$ cat config.mk
export PLATFORM = sky130hd
export DESIGN_NAME = mult_sequencer
export DESIGN_NICKNAME = d
export VERILOG_FILES = /design/src/rtl/mult_sequencer.sv
export SDC_FILE = /design/constraint.sdc
export NUM_CORES = 1
export LEC_CHECK = 0
export ABC_CLOCK_PERIOD_IN_PS = 2660
export CAP_MARGIN = 20
export CORE_AREA = 5 5 42 44
export DETAILED_ROUTE_END_ITERATION = 6
export DIE_AREA = 0 0 47 49
export PLACE_DENSITY = 0.78
export SYNTH_ARGS = -nofsm -noshare
export SYNTH_HDL_FRONTEND = slang
export SYNTH_SLANG_ARGS = --single-unit
$ cat constraint.sdc
create_clock -name Clk -period 2.66 [get_ports Clk]
set_input_delay 0.399 -clock Clk [delete_from_list [all_inputs] [get_ports Clk]]
set_output_delay 0.399 -clock Clk [all_outputs]
set_load 0.03 [all_outputs]
$ cat src/rtl/mult_sequencer.sv
// Control FSM for the add-shift signed multiplier: sequences WIDTH add/shift
// iterations from multiplier bit M and drives every datapath strobe.
module mult_sequencer #(
    parameter int WIDTH        = 8,
    parameter bit CLEAR_ON_RUN = 1'b1,
    localparam int CNT_W       = $clog2(WIDTH + 1)
) (
    input  logic             Clk,
    input  logic             Reset,
    input  logic             Run,
    input  logic             ClearA_LoadB,
    input  logic             M,
    output logic             ClearAX,
    output logic             LoadB,
    output logic             AddEn,
    output logic             Sub_Add,
    output logic             Shift,
    output logic             Busy,
    output logic             Done,
    output logic [CNT_W-1:0] Iter,
    output logic [2:0]       dbg_state
);

    typedef enum logic [2:0] {
        S_IDLE  = 3'd0,
        S_CLR   = 3'd1,
        S_ADD   = 3'd2,
        S_SHIFT = 3'd3,
        S_DONE  = 3'd4
    } state_t;

    localparam logic [CNT_W-1:0] LAST_ITER = CNT_W'(WIDTH - 1);

    state_t           state_q, state_d;
    logic [CNT_W-1:0] iter_q, iter_d;

    logic clear_ax_r, load_b_r, add_en_r, sub_add_r, shift_r, busy_r, done_r;

    always_ff @(posedge Clk) begin
        if (Reset) begin
            state_q <= S_IDLE;
            iter_q  <= '0;
        end else begin
            state_q <= state_d;
            iter_q  <= iter_d;
        end
    end

    // Run is a level request: a run starts when Run is seen high in IDLE, and
    // the FSM parks in DONE until Run drops, giving one product per press.
    always_comb begin
        state_d    = state_q;
        iter_d     = iter_q;
        clear_ax_r = 1'b0;
        load_b_r   = 1'b0;
        add_en_r   = 1'b0;
        sub_add_r  = 1'b0;
        shift_r    = 1'b0;
        busy_r     = 1'b0;
        done_r     = 1'b0;
        case (state_q)
            S_IDLE: begin
                if (Run) begin
                    state_d = CLEAR_ON_RUN ? S_CLR : S_ADD;
                    iter_d  = '0;
                end else if (ClearA_LoadB) begin
                    clear_ax_r = 1'b1;
                    load_b_r   = 1'b1;
                end
            end
            S_CLR: begin
                clear_ax_r = 1'b1;
                busy_r     = 1'b1;
                state_d    = S_ADD;
            end
            S_ADD: begin
                busy_r    = 1'b1;
                add_en_r  = M;
                // The final iteration weighs the sign bit, so it subtracts.
                sub_add_r = (iter_q == LAST_ITER);
                state_d   = S_SHIFT;
            end
            S_SHIFT: begin
                busy_r  = 1'b1;
                shift_r = 1'b1;
                iter_d  = iter_q + CNT_W'(1);
                state_d = (iter_q == LAST_ITER) ? S_DONE : S_ADD;
            end
            S_DONE: begin
                done_r = 1'b1;
                if (!Run) state_d = S_IDLE;
            end
            default: state_d = S_IDLE;
        endcase
    end

    // Reset is synchronous, so the stale state is still visible during the
    // reset cycle; mask everything so no strobe leaks while Reset is high.
    assign ClearAX   = clear_ax_r & ~Reset;
    assign LoadB     = load_b_r   & ~Reset;
    assign AddEn     = add_en_r   & ~Reset;
    assign Sub_Add   = sub_add_r  & ~Reset;
    assign Shift     = shift_r    & ~Reset;
    assign Busy      = busy_r     & ~Reset;
    assign Done      = done_r     & ~Reset;
    assign Iter      = Reset ? '0 : iter_q;
    assign dbg_state = state_q;

endmodule

==> results of run 1 <==
## power by group through the flow
stage	Combinational (mW)	Sequential [mW]	Clock, mW
floorplan	0.0390	0.118	0
global placement	0.0573	0.118	0
detailed placement	0.0578	0.118	0
CTS	0.0582	0.116	0.104
global route	0.0624	0.117	0.111
finish	0.0580	0.116	0.101
## layout make-up
cell class,instances,area [sq um]
clock buffers,3,22.5
flip-flops and latches,7,140
multi-input cells,43,293
repair buffers,19,178
clock inverters,1,5.00
well taps,16,20.0
fillers,152,739
inverters,1,3.75
## routing by layer
layer / vias to the layer above / track usage, % / wire length [microns]
met5: - / 0 / 0
met4: 0 / 4.15 / 15
met3: 2 / 3.69 / 56
met2: 12 / 18.3 / 568
met1: 225 / 14.0 / 519
li1: 242 / - / -
## registers in the layout (all words and copies together) (netlist names)
name / flops
dbg_state: 3
iter_q: 4
## worst register-to-register path, stage by stage, from the launching register on
cell and delay, ns:
dfxtp_1 0.56, nand2_2 0.13, or4_4 0.50, a41oi_2 0.18
## path summary, 6_finish.rpt
check | from | to | slack (ns)
min | iter_q[3] | iter_q[3] | 0.57
max | Reset | Shift | 0.27
min reg2reg | iter_q[3] | iter_q[3] | 0.57
max reg2reg | dbg_state[0] | iter_q[3] | 1.21
## metrics by stage
stage | cells | power (mW) | hold WS [ns] | utilization (%)
finish | 90 | 0.275 | 0.575 | 47.2
global route | 90 | 0.290 | 0.612 | 47.2
CTS | 90 | 0.279 | 0.577 | 47.2
detailed placement | 86 | 0.176 | 0.566 | 45.3
global placement | 86 | 0.176 | 0.552 | 45.3
floorplan | 54 | 0.157 | 0.509 | -
## placed cells by master, fill, tap and decap left out
master           netlist  layout
clkdlybuf4s50_1        0      14
nor2_1                 7       7
dfxtp_1                7       7
nor2b_1                5       5
buf_4                  0       5
a21oi_1                4       4
nand3_1                3       3
clkbuf_4               0       3
nand2_1                2       2
and3_1                 2       2
nor3_1                 2       2
or2_2                  1       1
nand2_2                1       1
and3b_1                1       1
inv_1                  1       1
and4b_1                1       1
or3b_2                 1       1
a41o_2                 1       1
and3b_2                1       1
a32oi_1                1       1
or3b_1                 1       1
nand4_1                1       1
or4_4                  1       1
a41oi_2                1       1
a21o_1                 1       1
a22o_1                 1       1
a2111oi_2              1       1
and2_1                 1       1
o21a_1                 1       1
ha_1                   1       1
clkinv_2               0       1
## cells by family (layout without fill, tap and decap cells)
family                     count (synthesis)  after routing  share of synthesized area, %
adders and majority gates                  1              1                          2.69
buffers and inverters                      4             24                          6.74
DFF                                        7              7                          30.2
AOI/OAI and AO/OA                         11             11                          20.5
and+or+nand+nor                           31             31                          39.9
==> qor.csv, run 1 <==
metric,value,unit
status,completed,
final instance area,662,sq um
max-slew violations,0,
Port Buffers,18,
worst hold stages,2,
Tightest Pin Transition,0.398,ns
max incr delay on CP,0.69,ns
number of synthesized register bits,7,
Yosys cell types,29,
synth cell count leaders,"7 x dfxtp_1, 7 x nor2_1, 5 x nor2b_1",
max_cap viols,0,
Worst EP arrival,1.99,ns
Post-synth EDFFs,0,
Slew HR,73.5,%
total number of yosys warnings,0,
clk_skew,0.00888,ns
CP endpoint kind,primary output,
cts repair resizes,0,
# nets final,81,
I/O pins,19,
total iterations of the first detailed-routing run,4,
ratio of cells with drive above 1 in the final layout,23.0,%
# H-tree levels,1,
setup_tns,0,ns
Synth top area share,30.2,%
Pint,0.189,mW
first-pass GRT wire length,2030,microns
Switching Fraction,31.2,%
Clock Sinks,7,
Post-CTS Setup Inserts,0,
critical path class,input port to primary output,
Lkg Pwr,0.267,nW
CTS Hold Bufs,0,
Register-to-Register Path Depth,3,
area grow syn2layout,42.6,%
stages on the worst setup path,4,
antenna violations before repair,0,
Worst Hold Class,flip-flop to flip-flop,
Synth Area per Inst,8.60,sq um
Placed Area,634,sq um
Net Switching,0.0857,mW
Buf/Inv on CP,2,
Worst-path clk slew,0.05,ns
clock latency at the later pin of the worst-skew pair,0.26,ns
Remaining DRCs,0,
Die Height,49,microns
clock share of power,36.6,%
RSZ-0062 raised after global routing,no,
Worst Slack Setup Final,0.274,ns
Final Wtd Congestion,0.839,
DP HPWL,847,microns
Mapped Area,464,sq um
Post-Place Setup Slack,0.273,ns
Syn Inst Count,54,
Starting Density,33.1,%
IR Drop Worst-Case VDD,285,uV
row count,14,
initial drt markers,9,
largest cells by area after synthesis,"dfxtp_1 30%, nor2b_1 6.7%, nor2_1 5.7%",
total number of vias,481,
Tcrit/Tclk final,89.7,%
aggregate global-route resource usage,11.5,%
Seq pwr share,42.3,%
Critical Path Slowest Stage Cell,clkdlybuf4s50_1,
Die Width,47,microns
highest clock rate,0.419,GHz
critical-path cell list,clkdlybuf4s50_1 > or2_2 > nor2_1 > clkdlybuf4s50_1,
CP top delay family,buffers and inverters,
buffer levels on the longest clock path,2,
Post-synth top flop,dfxtp_1,
largest net degree at the start of global routing,14,
minimum clock period,2.39,ns
Fin. Hold Viols,0,
"Req. time, crit path",2.26,ns
crit-path max FO,5,
Worst Setup Start Kind,input port,
Comb pwr share,21.1,%
Diodes inserted,0,
syn_nets,60,
Core Footprint,1400,sq um
register area share after synthesis,30.2,%
fraction of registers with async set/reset,0,%
Num CTS Buffers,3,
final setup fails,0,
CTS tree,yes,
post-route ant nets,0,
Pwr Density,416,nW/um^2
GR Overflow Total,0,
Avg Vias per Cell,5.34,
DIE AREA,2300,sq um
number of global-route vias before repair,484,
"area leader, netlist",dfxtp_1,
CP dominant cell by count,clkdlybuf4s50_1,
DR WL/cell,12.9,microns
CTS root buffer,clkbuf_4,
Detailed Route WL,1160,microns
No activity file was read; power rests on OpenSTA's default activity.
==> inputs of run 2 (changes only) <==
- PLACE_DENSITY: 0.78 -> 0.75
- SKIP_LAST_GASP: default -> 1
==> qor.csv, run 2 (synthesis gave the netlist of run 1 again) <==
metric,value,unit,change
status,completed,,
antenna violations before repair,0,,unchanged
Detailed Route WL,1200,microns,+3.6%
DP HPWL,863,microns,+2.0%
Tightest Pin Transition,0.397,ns,-0.000265 ns
DR WL/cell,13.4,microns,+3.6%
GR Overflow Total,0,,unchanged
clk_skew,0.00738,ns,-0.00150 ns
Critical Path Start,Reset,,
Core Footprint,1400,sq um,unchanged
clock latency at the later pin of the worst-skew pair,0.25,ns,about the same
first-pass GRT wire length,1950,microns,-3.7%
Fillers,149,,-2.0%
critical path class,input port to primary output,,
CP dominant cell by count,clkdlybuf4s50_1,,
cts repair resizes,0,,unchanged
area grow syn2layout,42.3,%,
buffer levels on the longest clock path,2,,unchanged
Diodes inserted,0,,unchanged
most frequent cells in the layout,"14 x clkdlybuf4s50_1, 7 x nor2_1, 7 x dfxtp_1, 5 x nor2b_1, 5 x buf_4",,
sequential cell area,140,sq um,unchanged
critical-path cell list,clkdlybuf4s50_1 > or2_2 > nor2_1 > clkdlybuf4s50_1,,
max_cap viols,0,,unchanged
"most common cell after layout, fill and taps aside",clkdlybuf4s50_1,,
CTS tree,yes,,
I/O pins,19,,unchanged
largest net degree at the start of global routing,14,,unchanged
CTS Hold Bufs,0,,unchanged
# nets final,81,,unchanged
Post-Place Setup Slack,0.252,ns,-0.0206 ns
number of global-route vias before repair,431,,-11%
WHS,0.575,ns,+0.000777 ns
Num CTS Buffers,3,,unchanged
Die Height,49,microns,unchanged
largest register by flop count,iter_q,,
Worst Slack Setup Final,0.253,ns,-0.0207 ns
Die Width,47,microns,unchanged
Worst EP arrival,2.01,ns,+0.02 ns
Final Wtd Congestion,0.822,,-2.0%
Clock Sinks,7,,unchanged
final setup fails,0,,unchanged
Pwr Density,413,nW/um^2,-0.64%
Layout Utilization,47.1,%,-0.089 points
Critical Path Slowest Stage Cell,clkdlybuf4s50_1,,
max reg flops,4,,unchanged
Total Power,0.273,mW,-0.83%
total iterations of the first detailed-routing run,4,,unchanged
launch point of the worst reg-to-reg path,dbg_state[0],,
Hold Startpoint,iter_q[2],,
crit-path max FO,5,,unchanged
Lkg Pwr,0.265,nW,-1.0%
minimum clock period,2.41,ns,+0.0207 ns
aggregate global-route resource usage,11.3,%,-0.18 points
Remaining DRCs,0,,unchanged
ratio of cells with drive above 1 in the final layout,21.6,%,-1.4 points
max-slew violations,0,,unchanged
RSZ-0062 raised after global routing,no,,
Post-CTS Setup Inserts,0,,unchanged
Worst-path clk slew,0.06,ns,about the same
setup_tns,0,ns,unchanged
Starting Density,33.1,%,unchanged
Slew HR,73.5,%,about the same
DIE AREA,2300,sq um,unchanged
total number of vias,482,,+0.21%
Tcrit/Tclk final,90.5,%,+0.78 points
Fin. Hold Viols,0,,unchanged
CP endpoint kind,primary output,,
highest clock rate,0.415,GHz,-0.86%
initial drt markers,4,,-5
CTS root buffer,clkbuf_4,,
Port Buffers,18,,unchanged
Avg Vias per Cell,5.36,,+0.21%
row count,14,,unchanged
"Req. time, crit path",2.26,ns,about the same
Worst Setup Start Kind,input port,,
Worst Hold Class,flip-flop to flip-flop,,
IR Drop Worst-Case VDD,303,uV,+6.5%
post-route ant nets,0,,unchanged
R2R Setup Slk,1.24,ns,+0.03 ns
max incr delay on CP,0.70,ns,about the same
# H-tree levels,1,,unchanged
area of the multi-input gates,293,sq um,unchanged
run 2: through the flow:
| stage | instances | area, sq um |
|---|---|---|
| after floorplan | 54 | 464 |
| after global placement | 86 | 634 |
| after detailed placement | 86 | 634 |
| after CTS | 90 | 661 |
| after global routing | 90 | 661 |
| final | 90 | 661 |
run 2: area by class of cell:
class	instances	share of cell area, %
multi-input combinational	43	44.3
timing repair buffer	19	26.9
sequential	7	21.2
clock buffer	4	3.98
tap	16	3.03
inverter	1	0.568
run 2: final timing paths:
| path | end | depth (start not counted) |
|---|---|---|
| max | Shift | 4 |
| min reg2reg | iter_q[2] | 2 |
| min | iter_q[2] | 2 |
| max reg2reg | iter_q[3] | 3 |
run 2: per-layer routing:
metal | GRT usage [%] | vias to the layer above | share of wire (%)
met3 | 3.32 | 2 | 6.9
met1 | 15.6 | 226 | 47
met5 | 0 | - | 0
met4 | 5.53 | 0 | 0.92
li1 | - | 239 | -
met2 | 15.6 | 15 | 45
run 2: critical path: cells and delay by family:
kind                   cells  cell delay [ns]
and+or+nand+nor            2             0.50
buffers and inverters      2             1.11
run 2: report_power, final:
part | leakage [nW] | internal [mW] | total (mW) | switching [mW]
clock network | 0.0150 | 0.0574 | 0.0983 | 0.0410
registers | 0.0569 | 0.108 | 0.116 | 0.00858
logic | 0.193 | 0.0263 | 0.0580 | 0.0317
